[config.mk]
export PLATFORM = sky130hd
export DESIGN_NAME = seq_detector_param
export DESIGN_NICKNAME = d
export VERILOG_FILES = /design/src/rtl/seq_det_pkg.sv /design/src/rtl/sat_counter.sv /design/src/rtl/seq_detector_param.sv
export SDC_FILE = /design/constraint.sdc
export NUM_CORES = 1
export LEC_CHECK = 0
export CORE_MARGIN = 1.5
export CORE_UTILIZATION = 50
export CTS_CLUSTER_DIAMETER = 40
export DETAILED_ROUTE_END_ITERATION = 10
export GPL_TIMING_DRIVEN = 1
export HOLD_SLACK_MARGIN = 0.1
export PLACE_DENSITY = 0.76
export SYNTH_ARGS = -nofsm -noshare
export SYNTH_HDL_FRONTEND = slang
export SYNTH_HIERARCHICAL = 1
export SYNTH_SLANG_ARGS = --single-unit
[constraint.sdc]
create_clock -name clk -period 2.97 [get_ports clk]
set_input_delay 0.7425 -clock clk [delete_from_list [all_inputs] [get_ports clk]]
set_output_delay 0.7425 -clock clk [all_outputs]
set_load 0.005 [all_outputs]
[src/rtl/seq_det_pkg.sv]
// seq_det_pkg: shared widths, reset defaults and conceptual state encoding for the pattern detector
package seq_det_pkg;
    function automatic int lw(input int n);
        return $clog2(n + 1);
    endfunction
    localparam logic [15:0] PKG_PAT = 16'h0009;
    localparam int PKG_LEN = 4;
    localparam bit PKG_OVL = 1'b0;
    typedef enum logic [1:0] {ST_IDLE, ST_FILL, ST_COMPARE, ST_DETECT} state_e;
endpackage

[src/rtl/sat_counter.sv]
// sat_counter: up counter that sticks at all-ones, with synchronous clear
module sat_counter #(
    parameter int W = 8
) (
    input  logic         clk,
    input  logic         rst,
    input  logic         clr,
    input  logic         inc,
    output logic [W-1:0] q
);
    always_ff @(posedge clk or negedge rst)
        if (!rst) q <= '0;
        else q <= clr ? '0 : (inc && !(&q)) ? q + 1'b1 : q;
endmodule

[src/rtl/seq_detector_param.sv]
// seq_detector_param: runtime-configurable serial pattern detector with overlap mode,
// qualified input and a saturating match counter
module seq_detector_param
    import seq_det_pkg::*;
#(
    parameter int                 MAX_LEN = 8,
    parameter int                 CNT_W   = 8,
    parameter logic [MAX_LEN-1:0] DEF_PAT = MAX_LEN'(PKG_PAT),
    parameter int                 DEF_LEN = PKG_LEN,
    parameter bit                 DEF_OVL = PKG_OVL,
    localparam int                LW      = lw(MAX_LEN)
) (
    input  logic               clk,
    input  logic               rst,
    input  logic               cfg_we,
    input  logic [MAX_LEN-1:0] cfg_pat,
    input  logic [LW-1:0]      cfg_len,
    input  logic               cfg_ovl,
    input  logic               x_vld,
    input  logic               x,
    output logic               y,
    output logic [CNT_W-1:0]   match_cnt
);
    logic [MAX_LEN-1:0] hist, hist_nx, pat, mask;
    logic [LW-1:0]      fill, fill_nx, len;
    logic               ovl, acc, hit;

    assign acc     = x_vld & ~cfg_we;
    assign hist_nx = acc ? {hist[MAX_LEN-2:0], x} : hist;
    assign fill_nx = (acc && fill != LW'(MAX_LEN)) ? fill + 1'b1 : fill;
    // only the low len bits of history take part in the compare
    assign mask    = {MAX_LEN{1'b1}} >> (MAX_LEN - int'(len));
    assign hit     = acc && len != '0 && fill_nx >= len && ((hist_nx ^ pat) & mask) == '0;

    always_ff @(posedge clk or negedge rst)
        if (!rst) begin
            hist <= '0;
            fill <= '0;
            pat  <= DEF_PAT;
            len  <= LW'(DEF_LEN);
            ovl  <= DEF_OVL;
            y    <= 1'b0;
        end else if (cfg_we) begin
            pat  <= cfg_pat;
            len  <= cfg_len > LW'(MAX_LEN) ? LW'(MAX_LEN) : cfg_len;
            ovl  <= cfg_ovl;
            hist <= '0;
            fill <= '0;
            y    <= 1'b0;
        end else begin
            hist <= hist_nx;
            fill <= (hit && !ovl) ? '0 : fill_nx;
            y    <= hit;
        end

    sat_counter #(.W(CNT_W)) u_cnt (
        .clk (clk),
        .rst (rst),
        .clr (cfg_we),
        .inc (hit),
        .q   (match_cnt)
    );
endmodule

Yosys cells after proc, flatten, opt, wreduce, memory -nomap -nowiden
Index checks and enable logic that the tools add are counted.
{ "totals": {"out_inout_bits": 9, "register_bits": 34} }
{ "op_classes": {"order_cmp": 2, "bitwise": 4, "muxes": 9, "shift": 1, "n_addsub": 3, "n_reduce_logical": 12, "eq_ne": 1} }
{ "op_table": {"columns": ["op", "count"], "rows": [
  ["$mux W8", 4],
  ["$shr A8 B32 Y8 const A", 1],
  ["$mux W4", 4],
  ["$add A8 B1 Y8 const B", 1],
  ["$and A8 B8 Y8", 1],
  ["$logic_not A8 Y1", 1],
  ["$reduce_and A8 Y1", 1],
  ["$xor A8 B8 Y8", 1],
  ["$logic_and A1 B1 Y1", 6],
  ["$sub A4 B4 Y5 const A", 1],
  ["$add A4 B1 Y4 const B", 1],
  ["$ge A4 B4 Y1", 1],
  ["$gt A4 B4 Y1 const B", 1],
  ["$ne A4 B4 Y1 const B", 1],
  ["$reduce_bool A4 Y1", 1],
  ["$logic_not A1 Y1", 2],
  ["$reduce_bool A2 Y1", 1],
  ["$and A1 B1 Y1", 1],
  ["$mux W1", 1],
  ["$not A1 Y1", 1]
]} }

Longest topological paths before layout
{ "depth": {"ltp_word": 10, "ltp_mapped": 17, "depth_no_buf": 17} }

Modules after synthesis
Netlist, hierarchy kept.
{ "modules_own_cells": {"columns": ["module", "cells_per_inst", "area_each_um2", "n_inst"], "rows": [
  ["seq_detector_param", 150, 1571.5, 1],
  ["sat_counter", 45, 496.7, 1]
]} }

Least setup slack after synthesis
Ideal clock, no wire load.
{ "synth_timing": {"kind": "input to register", "from": "input port x_vld", "to": "register u_cnt.q[3]", "arrival_ns": 3.398, "cell_stages": 16, "setup_ns": 0.128, "setup_slack_ns": -0.556, "cell_sequence": "buf_6 > nor2b_1 > o21ai_0 > inv_1 > nand2_1 > xor2_1 > inv_1 > ha_1 > o21ai_0 > a21oi_1 > o31ai_1 > o21bai_1 > a211oi_1 > nand4_1 > a31oi_1 > mux2_1"} }
{ "synth_via": {"elab_chain_len": 8, "elab_cells_between_ends": 13, "cone_classes": "order compare (1); mux (2); bitwise (3); reduce/logical (7)"} }
{ "synth_lines": {"columns": ["item", "line_no", "text"], "rows": [
  ["start, declared", "seq_detector_param.sv:19", "input logic x_vld,"],
  ["$and A1 B1 Y1 *", "seq_detector_param.sv:28", "assign acc = x_vld & ~cfg_we;"],
  ["$logic_and A1 B1 Y1 or $mux W8 (tied branches)", "seq_detector_param.sv:30, seq_detector_param.sv:29", null],
  ["$mux W4 or $xor A8 B8 Y8 (tied branches)", "seq_detector_param.sv:30, seq_detector_param.sv:33", null],
  ["$ge A4 B4 Y1 or $and A8 B8 Y8 (tied branches)", "seq_detector_param.sv:33", "assign hit = acc && len != '0 && fill_nx >= len && ((hist_nx ^ pat) & mask) == '0;"],
  ["$logic_and A1 B1 Y1 or $logic_not A8 Y1 (tied branches)", "seq_detector_param.sv:33", null],
  ["$logic_and A1 B1 Y1 *", "seq_detector_param.sv:33", null],
  ["via hit", "seq_detector_param.sv:26", "logic ovl, acc, hit;"],
  ["$logic_and A1 B1 Y1 *", "sat_counter.sv:13", "else q <= clr ? '0 : (inc && !(&q)) ? q + 1'b1 : q;"],
  ["$reduce_bool A2 Y1 (no line) *", null, null],
  ["end signal, assigned", "sat_counter.sv:13", null],
  ["end, declared", "sat_counter.sv:9", "output logic [W-1:0] q"]
]} }
Mark *: on every way through the listed nets, which the timed path passes. The rest lies on a longest branch.
A chain may end at the register's enable or synchronous reset.

Final worst setup path
{ "layout_timing": {"from": "input port cfg_we", "to": "register u_cnt.q[5]"} }
{ "layout_via": {"elab_chain_len": 9, "elab_cells_between_ends": 15, "cone_classes": "order compare (1); mux (3); bitwise (4); reduce/logical (7)"} }
{ "layout_lines": {"columns": ["item", "line_no", "text"], "rows": [
  ["start, declared", "seq_detector_param.sv:15", "input logic cfg_we,"],
  ["$not A1 Y1 *", "seq_detector_param.sv:28", null],
  ["$and A1 B1 Y1 *", "seq_detector_param.sv:28", null],
  ["$logic_and A1 B1 Y1 or $mux W8 (tied branches)", "seq_detector_param.sv:30, seq_detector_param.sv:29", null],
  ["$mux W4 or $xor A8 B8 Y8 (tied branches)", "seq_detector_param.sv:30, seq_detector_param.sv:33", null],
  ["$ge A4 B4 Y1 or $and A8 B8 Y8 (tied branches)", "seq_detector_param.sv:33", null],
  ["$logic_and A1 B1 Y1 or $logic_not A8 Y1 (tied branches)", "seq_detector_param.sv:33", null],
  ["$logic_and A1 B1 Y1 *", "seq_detector_param.sv:33", null],
  ["via hit", "seq_detector_param.sv:26", null],
  ["$logic_and A1 B1 Y1 *", "sat_counter.sv:13", null],
  ["$reduce_bool A2 Y1 (no line) *", null, null]
]} }
Marks and branches as above.

==> results.toml <==
[synth]
async_reset_ff_share_pct = 100.0
synth_ff_type = "dfrtp_1"
ys_types = 46
synth_edf_count = 0
synth-seq-cells = 34
synth_nets = 221
synth_seq_area_share_pct = 41.32
synth_area_sq_um = 2068
netlist_instances = 195
synth.avg_cell_area_sq_um = 10.61
yosysWarnings = 6

[timing]
fin_ws_ps = -60.05
drv_slew = 0
timing.final.hold_violations = 0
tightestPinTransition_ps = 450.7
max_slew_margin_pct = 69.56
clock_skew_ps = 8.822
min_period_ps = 3030
fin_crit_sh_pct = 102.0
rsz0062_at_grt = "true"
timing.fmax_mhz = 330.0
whs_ps = 531.3
setup_violations = 5

[pwr]
power.leakage_uw = 0.001202
ir_worst_vdd_uv = 246.4
total_power_uw = 1097
power_density_nw_per_um2 = 404.6

[routing]
avgViaCountPerCell = 5.527
drc_errors = 0
wl_per_cell_microns = 14.91
postRouteAntennaNets = 0
vias = 1625
wl_microns = 4384
drt_iter0_drc = 94
dr.pass1.iters = 4

[placement]
place_ws_ps = -738.6
io_buffer_count = 26
place_congestion = 0.8213
dp_hpwl_microns = 2897
place_inst = 279

[global_routing]
overflow = 0
grt_pass1_vias = 1571
antenna_found_initial = 0
grt_pass1_wl_microns = 7162
grt_max_degree = 40
track_usage_pct = 21.36

[die]
fp.dieH_microns = 67.32
die_area_sq_um = 4531
start_util_pct = 51.70
core.rowCount = 23
io-pin-count = 27
die_w_microns = 67.32
core-area_sq_um = 4000

[worst_setup_path]
crit_end = "u_cnt/q[5]"
r2r-end = "u_cnt/q[5]"
critPathRequiredTime_ps = 3130
worstPathArrival_ps = 3190
critPathLaunch = "cfg_we"
critPathKind = "input port to register"
reg2regPathDepth = 18
cp-start-kind = "input port"
reg2reg_slack_ps = -40
worst-path-max-fanout = 3
end_kind = "register"
r2r-start = "fill[1]"

[clock_network]
hold_buffers = 0
clock_sinks = 34
root_buffer = "clkbuf_8"
clockBufferDepth = 2
cts_made_buffers = 5
clkLatencyLatePin_ps = 290
clk_pin_slew_worst_paths_ps = 70
cts_tree = "built"
h-tree-depth = 2

[finish]
fillers = 312
layout.nets = 269
n_antenna_cell = 0
post-route-util_pct = 67.78
syn2layout_area_growth_pct = 31.09
drive_above_1_share_pct = 29.92
instances_no_fill = 294

[status]
status = "finished with violations"
failed_checks = "setup timing"

[worst_hold_path]
hp-class = "register to register"

[run]
cap_violations = 0
[flip-flops by register name, indices dropped and copies added (netlist names)]
name and count:
ovl 1, hist 8, pat 8, y 1
fill 4, u_cnt/q 8, len 4
[how the worst min path moves through the flow]
| stage | startpoint | endpoint | slack (ps) | cells past startpoint |
|---|---|---|---|---|
| 6_report | len[2] | len[2] | 530 | 2 |
| 3_3_place_gp | hist[7] | hist[7] | 500 | 2 |
| 3_5_place_dp | hist[7] | hist[7] | 520 | 2 |
| 4_1_cts | len[2] | len[2] | 540 | 2 |
| 5_1_grt | pat[1] | pat[1] | 570 | 1 |
| 2_1_floorplan | rst | fill[0] | 450 | 0 |
[layout by cell type, fill, tap and decap left out, types with 5 or more instances in the layout]
cell             synthesis  final
a21oi_1                  6      6
mux2_2                   8      7
nor2_1                  17     17
buf_4                    0     26
ha_1                     8      6
xnor2_1                  6      5
o21ai_0                  8      6
nand2b_1                 7      7
mux2i_1                 20     20
clkbuf_8                 0      6
clkdlybuf4s50_1          0     24
nand2_1                  7      5
dfrtp_1                 31     31
inv_1                   11      8
[critical path, cell delays in order]
cell	delay, ps
buf_2	130
nor2b_4	160
o21ai_4	90
buf_4	140
buf_4	130
xnor2_2	140
ha_1	270
nor2_1	40
a21oi_1	150
o31ai_1	90
o21bai_4	180
a211oi_4	240
nand4_1	160
buf_4	160
a311oi_1	260
a211oi_1	110
[synth_stat cells (all sizes together), types with 2 or more instances]
cell type	number	area, sq um
nor3	5	25.02
nand2	7	26.28
a31oi	2	12.51
a221oi	2	17.52
clkbuf	7	27.52
inv	11	41.29
xor2	3	26.28
a211oi	4	30.03
mux2i	20	200.2
nor2	17	63.81
buf	4	45.04
mux2	10	116.4
a21oi	6	30.03
o21ai	8	40.04
nor2b	3	18.77
ha	8	100.1
a2111oi	3	45.05
a311oi	2	17.52
nand3b	3	22.52
dfrtp	31	775.7
and4	2	17.52
a41oi	3	45.05
dfstp	3	78.83
nand2b	7	43.79
a31o	2	17.52
nand4	2	12.51
xnor2	6	52.55
[what timing repair did]
item	CTS	global route
buffers inserted	3	4
hold endpoints to repair	0	0
gates cloned	0	0
setup endpoints to repair	12	8
gates resized for setup	16	9
pin swaps	6	9
[layer usage]
metal  track usage [%]  share of wire (%)  vias to the layer above
li1                  -                  -                      794
met2             35.27                 48                       31
met1             26.79                 45                      792
met4             6.378                1.4                        0
met3             6.667                4.8                        8
met5                 0                  0                        -
[logic make-up after synthesis]
kind of cell / synth area share, %
simple gates: 13.13
fa+ha+maj: 4.840
flops: 41.32
compound gates: 15.67
xor+xnor: 3.811
buf+inv: 5.928
mux: 15.31
[through the flow]
stage	setup TNS [ps]	instance area, sq um
global route	-802.4	2711
global placement	-5960	2504
finish	-173.1	2711
detailed placement	-6826	2504
CTS	-300.2	2648
floorplan	-332.0	2121
[report_power, final]
| group | switching (uW) | leakage (uW) | internal (uW) | total [uW] |
|---|---|---|---|---|
| Combinational | 115 | 0.000710 | 121 | 236 |
| Clock | 167 | 0.0000482 | 187 | 354 |
| Sequential | 19.8 | 0.000444 | 487 | 507 |
[final cells by class]
type                    count  area, sq um  share of cell area, %
flip-flops and latches     34        854.6                  31.52
inverters                  11        41.29                  1.523
repair buffers             53        456.7                  16.84
clock buffers               7        86.33                  3.184
multi-input cells         138         1205                  44.44
well taps                  50        62.56                  2.307
clock inverters             1        5.005                 0.1846
Note: power is estimated with default switching activity, not from simulation.
